### config.mk
export PLATFORM = sky130hd
export DESIGN_NAME = rf_op_sequencer
export DESIGN_NICKNAME = d
export VERILOG_FILES = /design/src/rtl/rf_op_sequencer.sv
export SDC_FILE = /design/constraint.sdc
export NUM_CORES = 1
export LEC_CHECK = 0
export CORE_AREA = 2 2 67 69
export CTS_CLUSTER_SIZE = 16
export DETAILED_ROUTE_END_ITERATION = 12
export DIE_AREA = 0 0 69 71
export PLACE_DENSITY_LB_ADDON = 0.2
export SLEW_MARGIN = 15
export SYNTH_ARGS = -nofsm -noshare
export SYNTH_HDL_FRONTEND = slang
export SYNTH_SLANG_ARGS = --single-unit
### constraint.sdc
create_clock -name clk -period 1.5 [get_ports clk]
set_input_delay 0.225 -clock clk [delete_from_list [all_inputs] [get_ports clk]]
set_output_delay 0.225 -clock clk [all_outputs]
set_load 0.01 [all_outputs]
### src/rtl/rf_op_sequencer.sv
// rf_op_sequencer
//   Multi-cycle control stage in front of the 8-entry register file
//   (T1-T4, R1-R4). Accepts 16-bit micro-ops over valid/ready and steps
//   each one through the file's I / O1Sel / FunSel / RSel / TSel controls.
//
//   Optional feature macro: RFSEQ_SWAP_EN
//     defined   -> opcode 7 executes SWAP (RDL -> MV -> WR)
//     undefined -> MV state not built, opcode 7 is illegal
//
// Ports
//   clk, rst            clock, synchronous active-high reset
//   op_valid/op_ready   micro-op handshake; op[15:12] opcode, [11:9] dst,
//                       [8:6] src, [7:0] immediate
//   rf_i, rf_o1sel,     register file controls
//   rf_funsel, rf_rsel,
//   rf_tsel
//   rf_o1               register file combinational read port
//   res_valid/res_data  one-cycle result pulse for RD
//   err                 one-cycle pulse after accepting an illegal opcode
module rf_op_sequencer #(
    parameter int DW = 8
) (
    input  logic          clk,
    input  logic          rst,
    input  logic          op_valid,
    output logic          op_ready,
    input  logic [15:0]   op,
    output logic [DW-1:0] rf_i,
    output logic [2:0]    rf_o1sel,
    output logic [1:0]    rf_funsel,
    output logic [3:0]    rf_rsel,
    output logic [3:0]    rf_tsel,
    input  logic [DW-1:0] rf_o1,
    output logic          res_valid,
    output logic [DW-1:0] res_data,
    output logic          err
);

    localparam logic [3:0] OP_NOP  = 4'd0;
    localparam logic [3:0] OP_LDI  = 4'd1;
    localparam logic [3:0] OP_CLR  = 4'd2;
    localparam logic [3:0] OP_INC  = 4'd3;
    localparam logic [3:0] OP_DEC  = 4'd4;
    localparam logic [3:0] OP_MOV  = 4'd5;
    localparam logic [3:0] OP_RD   = 4'd6;
    localparam logic [3:0] OP_SWAP = 4'd7;

    localparam logic [1:0] FS_CLR  = 2'b00;
    localparam logic [1:0] FS_LOAD = 2'b01;
    localparam logic [1:0] FS_DEC  = 2'b10;
    localparam logic [1:0] FS_INC  = 2'b11;

    typedef enum logic [1:0] {
        S_IDLE = 2'd0,
        S_RDL  = 2'd1,
`ifdef RFSEQ_SWAP_EN
        S_MV   = 2'd2,
`endif
        S_WR   = 2'd3
    } state_t;

    state_t         state_q, state_d;
    logic [15:0]    op_q;
    logic [DW-1:0]  hold_q;
    logic [DW-1:0]  res_data_q;
    logic           res_valid_q;
    logic           err_q;

    logic [3:0]     opc_q;
    logic [2:0]     dst_q, src_q;
    logic           accept;

    assign opc_q  = op_q[15:12];
    assign dst_q  = op_q[11:9];
    assign src_q  = op_q[8:6];
    assign accept = (state_q == S_IDLE) && op_valid;

    // Register code -> {rsel, tsel}; code[2] picks the bank, bit 3-code[1:0]
    // within it is the one-hot enable.
    function automatic logic [7:0] code_en(input logic [2:0] c);
        logic [3:0] oh;
        oh = 4'b1000 >> c[1:0];
        return c[2] ? {oh, 4'b0000} : {4'b0000, oh};
    endfunction

    function automatic logic op_legal(input logic [3:0] opc);
`ifdef RFSEQ_SWAP_EN
        return opc <= OP_SWAP;
`else
        return opc <= OP_RD;
`endif
    endfunction

    // Enables are decoded from the registered state only, so reset takes
    // effect at the edge: a write already in flight in the current cycle
    // (e.g. the SWAP MV step) still lands.
    always_comb begin
        state_d   = state_q;
        rf_i      = '0;
        rf_o1sel  = 3'b000;
        rf_funsel = FS_LOAD;
        rf_rsel   = 4'b0000;
        rf_tsel   = 4'b0000;

        unique case (state_q)
            S_IDLE: begin
                if (op_valid) begin
                    case (op[15:12])
                        OP_LDI, OP_CLR, OP_INC, OP_DEC: state_d = S_WR;
                        OP_MOV, OP_RD:                  state_d = S_RDL;
`ifdef RFSEQ_SWAP_EN
                        OP_SWAP:                        state_d = S_RDL;
`endif
                        default:                        state_d = S_IDLE;
                    endcase
                end
            end

            S_RDL: begin
                // SWAP reads dst first; MOV/RD read src
                rf_o1sel = (opc_q == OP_SWAP) ? dst_q : src_q;
                case (opc_q)
                    OP_MOV:  state_d = S_WR;
`ifdef RFSEQ_SWAP_EN
                    OP_SWAP: state_d = S_MV;
`endif
                    default: state_d = S_IDLE;
                endcase
            end

`ifdef RFSEQ_SWAP_EN
            S_MV: begin
                // dst <- src straight through the read port
                rf_o1sel           = src_q;
                rf_i               = rf_o1;
                rf_funsel          = FS_LOAD;
                {rf_rsel, rf_tsel} = code_en(dst_q);
                state_d            = S_WR;
            end
`endif

            S_WR: begin
                {rf_rsel, rf_tsel} = code_en(dst_q);
                case (opc_q)
                    OP_LDI:  begin rf_i = DW'(op_q[7:0]); rf_funsel = FS_LOAD; end
                    OP_CLR:  rf_funsel = FS_CLR;
                    OP_INC:  rf_funsel = FS_INC;
                    OP_DEC:  rf_funsel = FS_DEC;
                    OP_MOV:  begin rf_i = hold_q; rf_funsel = FS_LOAD; end
                    OP_SWAP: begin
                        // old dst (held) goes to src
                        rf_i               = hold_q;
                        rf_funsel          = FS_LOAD;
                        {rf_rsel, rf_tsel} = code_en(src_q);
                    end
                    default: {rf_rsel, rf_tsel} = 8'h00;
                endcase
                state_d = S_IDLE;
            end

            default: state_d = S_IDLE;
        endcase
    end

    always_ff @(posedge clk) begin
        if (rst) begin
            state_q     <= S_IDLE;
            op_q        <= '0;
            hold_q      <= '0;
            res_data_q  <= '0;
            res_valid_q <= 1'b0;
            err_q       <= 1'b0;
        end else begin
            state_q     <= state_d;
            res_valid_q <= 1'b0;
            err_q       <= 1'b0;
            if (accept) begin
                op_q  <= op;
                err_q <= !op_legal(op[15:12]);
            end
            if (state_q == S_RDL) begin
                hold_q <= rf_o1;
                if (opc_q == OP_RD) begin
                    res_data_q  <= rf_o1;
                    res_valid_q <= 1'b1;
                end
            end
        end
    end

    assign op_ready  = (state_q == S_IDLE);
    assign res_valid = res_valid_q;
    assign res_data  = res_data_q;
    assign err       = err_q;

endmodule

==> flow_summary.json, run 1 <==
{
  "crit_start": "op_q[13]",
  "post-place-ws_ps": -382,
  "overflow": 0,
  "root_buffer": "clkbuf_8",
  "grt_setup_unrepaired": "true",
  "diodes": 0,
  "tns_ps": -5830,
  "coreArea_sq_um": 4200,
  "rrSetupSlack_ps": 70,
  "drv_slew": 0,
  "die_h_um": 71,
  "port_buffers": 58,
  "async_flop_share_pct": 0,
  "fmax_ghz": 0.539,
  "worstSetupEndpoint": "rf_funsel[0]",
  "clk_pin_slew_ps": 70,
  "drt_iter0_drc": 131,
  "maxCapViolCount": 0,
  "vias": 1954,
  "syn_inst": 224,
  "hpwl_um": 3480,
  "status": "finished with violations",
  "worstReg2RegEnd": "res_data[5]",
  "hold_path_class": "flop to flop",
  "grt_pass1_vias": 1803,
  "gp_congestion": 0.809,
  "start_util_pct": 44.7,
  "hold_viol_final": 0,
  "holdWs_ps": 463,
  "fillers": 358,
  "syn_area_sq_um": 1880,
  "die_w_um": 69,
  "cts_num_sinks": 36,
  "required_ps": 1270,
  "seq_area_frac_synth_pct": 38.3,
  "ff2ff_path_depth": 5,
  "start_kind": "flop",
  "drt_first_pass_iters": 5,
  "synth-edff-count": 0,
  "cts_hold_buf": 0,
  "track_usage_pct": 20.6,
  "ys_types": 33,
  "tightest_slew_ps": 319,
  "ant_nets": 0,
  "fin_ws_ps": -355,
  "numCtsBuffers": 5,
  "routed_wl_um": 5280,
  "finalCriticalPeriod_ps": 1850,
  "finalCritPeriodShare_pct": 124,
  "clock_path_buffers": 2,
  "worst-path-max-fanout": 4,
  "cp-end-kind": "output port",
  "skew_ps": 4.73,
  "syn2layout_area_growth_pct": 49.7,
  "finalSetupViolCount": 21,
  "slew_headroom_pct": 78.7,
  "worst-setup-path-type": "flop to output port",
  "cts_max_level": 2,
  "drc_errors": 0,
  "ys_seq_elements": 36,
  "cts_tree": "done",
  "grt_pass1_wl_um": 8140,
  "critPathArrivalTime_ps": 1630,
  "synth_nets": 251,
  "violations": "negative setup slack",
  "r2r-start": "op_q[12]",
  "p_per_area_nw_per_um2": 830,
  "p_leak_nw": 1.09,
  "grt_max_degree": 35,
  "dieArea_sq_um": 4900,
  "std_cell_rows": 24,
  "clk_latency_ps": 290,
  "grt_antenna_before_repair": 0,
  "vdd_drop_max_uv": 619,
  "vias_per_cell": 5.41,
  "synth.avg_cell_area_sq_um": 8.39,
  "synth-main-ff-cell": "dfxtp_1",
  "yosysWarnings": 0,
  "wire_per_inst_um": 14.6,
  "drive_above_1_share_pct": 29.8,
  "nets": 335,
  "num_io_pins": 59
}
==> repair_timing <==
action | 4_1_cts | 5_1_grt
buffers inserted | 8 | 4
cloned | 0 | 2
pin swaps | 5 | 17
resized for setup | 103 | 13
endpoints found under the setup margin | 22 | 21
==> sequential cells by signal, summed over array words and instances (netlist names) <==
signal and count:
op_q 16, hold_q 8, res_data 8, state_q 2, err 1, res_valid 1
==> critical path, cell delays in order (launching register included) <==
cell and delay (ps):
dfxtp_2 330, buf_4 130, buf_6 120, buf_6 110
xnor2_1 110, or4_1 390, buf_2 150
==> cells in the mapped netlist (all sizes together) (3+ instances only) <==
| cell | number | area share (%) |
|---|---|---|
| dfxtp | 36 | 38 |
| nand4 | 5 | 1.7 |
| nand3b | 3 | 1.2 |
| clkbuf | 5 | 1.0 |
| nor3 | 4 | 1.1 |
| nand3 | 16 | 4.3 |
| nor2 | 31 | 6.2 |
| a22oi | 8 | 3.2 |
| buf | 17 | 7.3 |
| nand4b | 3 | 1.4 |
| o21ai | 9 | 2.4 |
| nor2b | 5 | 1.7 |
| nand2 | 19 | 3.9 |
| a21oi | 27 | 7.2 |
| mux2i | 19 | 10 |
==> area by class of cell <==
cell class	instances	area (sq um)	share of cell area [%]
sequential	36	731	26.0
timing repair buffer	98	841	29.9
multi-input combinational	167	1060	37.9
clock buffer	5	68.8	2.45
clock inverter	3	42.5	1.51
tap	52	65.1	2.31
==> cell usage in the layout, fill, tap and decap left out, drive strengths merged, types with 5 or more instances in the layout <==
cell type,n
a21oi,27
a22oi,8
buf,60
clkbuf,6
clkdlybuf4s50,36
dfxtp,36
mux2i,19
nand2,19
nand3,16
nand4,5
nor2,31
nor2b,5
o21ai,9
==> logic make-up (layout without fill, tap and decap cells) <==
kind of cell / Yosys count / count (layout) / synth area share (%)
AOI/OAI and AO/OA: 46 / 46 / 13.8
xor gates and xnor gates: 1 / 1 / 0.466
buffers and inverters: 22 / 106 / 8.26
DFF: 36 / 36 / 38.3
muxes: 19 / 19 / 10.1
and+or+nand+nor: 100 / 101 / 29.0
==> metal layers <==
layer | track usage, % | vias to the layer above | share of wire [%]
met5 | 0 | - | 0
met4 | 9.37 | 0 | 2.0
met3 | 4.13 | 11 | 5.7
met2 | 35.8 | 71 | 51
met1 | 24.6 | 918 | 41
li1 | - | 954 | -
==> how the worst min path moves through the flow <==
stage	cells past startpoint	slack [ps]	endpoint	from
after floorplan	2	360	hold_q[0]	rf_o1[0]
after global placement	2	450	hold_q[4]	hold_q[4]
after detailed placement	2	450	hold_q[4]	hold_q[4]
after CTS	2	460	hold_q[4]	hold_q[4]
after global routing	2	490	hold_q[6]	hold_q[6]
final	2	460	hold_q[4]	hold_q[4]
==> metrics by stage <==
step	power, mW	cell area [sq um]	instances	util, %
CTS	2.32	2730	355	65.0
global route	2.41	2810	361	66.9
detailed placement	1.43	2610	340	62.0
finish	2.33	2810	361	66.9
floorplan	1.27	1880	224	-
global placement	1.43	2610	340	62.0
==> where the power goes <==
| group | switching [mW] | internal, mW |
|---|---|---|
| sequential | 0.0446 | 0.997 |
| clock | 0.363 | 0.492 |
| combinational | 0.189 | 0.248 |
| total | 0.597 | 1.74 |
Note: power is estimated with default switching activity, not from simulation.
==> run 2: changes to the inputs <==
Settings changed: CAP_MARGIN set to 0, CTS_CLUSTER_DIAMETER set to 30, SKIP_LAST_GASP set to 1.
==> flow_summary.json, run 2 (same netlist as run 1, synthesis figures left out) <==
{
  "status": "finished with violations",
  "violations": "negative setup slack",
  "largest_reg_flops": 16,
  "rrSetupSlack_ps": 70,
  "maxCapViolCount": 0,
  "layout_commonest_cell": "clkdlybuf4s50_1",
  "start_kind": "flop",
  "p_per_area_nw_per_um2": 827,
  "worstHoldEndpoint": "hold_q[4]",
  "fin_ws_ps": -491,
  "vias": 1903,
  "syn2layout_area_growth_pct": 49.4,
  "grt_pass1_wl_um": 8130,
  "drive_above_1_share_pct": 26.9,
  "cts_hold_buf": 0,
  "cts_tree": "done",
  "design_power_total_mw": 2.32,
  "nets": 331,
  "die_h_um": 71,
  "finalSetupViolCount": 21,
  "fillers": 362,
  "ff2ff_path_depth": 5,
  "worstReg2RegEnd": "res_data[6]",
  "finalCritPeriodShare_pct": 133,
  "hpwl_um": 3480,
  "ant_nets": 0,
  "clk_pin_slew_ps": 70,
  "clock_path_buffers": 2,
  "dp_cells": 340,
  "dieArea_sq_um": 4900,
  "drc_errors": 0,
  "tightest_slew_ps": 328,
  "required_ps": 1270,
  "vias_per_cell": 5.33,
  "holdWs_ps": 464,
  "coreArea_sq_um": 4200,
  "cp_slowest_cell": "dfxtp_4",
  "numCtsBuffers": 5,
  "die_w_um": 69,
  "finalCriticalPeriod_ps": 1990,
  "gp_congestion": 0.809,
  "holdPathStages": 2,
  "routed_wl_um": 5220,
  "grt_pass1_vias": 1800,
  "critical-path-max-stage-delay_ps": 380,
  "hold_path_class": "flop to flop",
  "critPathArrivalTime_ps": 1770,
  "grt_antenna_before_repair": 0,
  "fmax_ghz": 0.502,
  "cp_num_buf_inv": 2,
  "layout_common_cells": "clkdlybuf4s50_1, dfxtp_1, nor2_1, buf_4, a21oi_1",
  "drt_iter0_drc": 142,
  "drv_slew": 0,
  "diodes": 0,
  "cts_max_level": 2,
  "final_cell_area_sq_um": 2810,
  "overflow": 0,
  "p_leak_nw": 1.08,
  "r2r-start": "op_q[12]",
  "root_buffer": "clkbuf_8",
  "slew_headroom_pct": 78.1,
  "clk_latency_ps": 290,
  "cts_num_sinks": 36,
  "port_buffers": 58,
  "wire_per_inst_um": 14.6,
  "drt_first_pass_iters": 4,
  "std_cell_rows": 24,
  "track_usage_pct": 20.5,
  "min_from": "hold_q[4]",
  "cp-end-kind": "output port",
  "path_cells": "and4b_1 -> buf_6 -> mux2i_1 -> nor2_1 -> dlygate4sd2_1",
  "placed_area_sq_um": 2610,
  "start_util_pct": 44.7,
  "skew_ps": 4.55,
  "regMostFlops": "op_q",
  "critical_path.top_delay_family": "buffers and inverters",
  "grt_setup_unrepaired": "true",
  "hold_viol_final": 0,
  "final_core_util_pct": 66.8,
  "worst-path-max-fanout": 6,
  "grt_max_degree": 35,
  "vdd_drop_max_uv": 598,
  "num_io_pins": 59,
  "stdcell_count": 357,
  "worst-setup-path-type": "flop to output port"
}
==> run 2: layout make-up <==
| class | instances | area, sq um | area share, % |
|---|---|---|---|
| multi-input cells | 166 | 1050 | 37.5 |
| repair buffers | 95 | 846 | 30.1 |
| flip-flops and latches | 36 | 733 | 26.1 |
| clock buffers | 5 | 68.8 | 2.45 |
| well taps | 52 | 65.1 | 2.32 |
| clock inverters | 3 | 42.5 | 1.52 |
==> run 2: metrics by stage <==
stage | worst slack [ps] | TNS, ps
after floorplan | 124 | 0
after global placement | -374 | -7290
after detailed placement | -382 | -7440
after CTS | -388 | -6590
after global routing | -515 | -8040
final | -491 | -6540
==> run 2: worst max path at each step <==
| stage | cells past startpoint | to | from |
|---|---|---|---|
| 3_5_place_dp | 5 | rf_rsel[2] | op_q[15] |
| 5_1_grt | 8 | rf_i[3] | op_q[13] |
| 3_3_place_gp | 5 | rf_o1sel[1] | op_q[15] |
| 4_1_cts | 5 | rf_o1sel[1] | op_q[15] |
| 6_report | 5 | rf_o1sel[1] | op_q[15] |
| 2_1_floorplan | 5 | rf_rsel[2] | op_q[15] |
==> run 2: metal layers <==
metal	routed length [um]	up-vias	GRT usage [%]
met5	0	-	0
met4	70	0	8.71
met3	247	7	3.85
li1	-	945	-
met2	2700	60	36.2
met1	2210	891	24.4
==> run 2: where the power goes <==
group	switching (mW)	internal, mW	leakage, nW
sequential	0.0459	0.996	0.296
combinational	0.186	0.244	0.725
clock	0.360	0.492	0.0541
==> run 2: what timing repair did <==
item / CTS / global route
gates resized for setup: 82 / 15
buffers inserted: 8 / 1
endpoints found under the setup margin: 22 / 29
pin swaps: 4 / 13
gates cloned: 0 / 1
==> run 2: tightest hold or removal path, delay by kind of cell (launching register included) <==
family | cells | cell delay (ps)
compound gates | 1 | 50
flops | 1 | 320
simple gates | 1 | 50
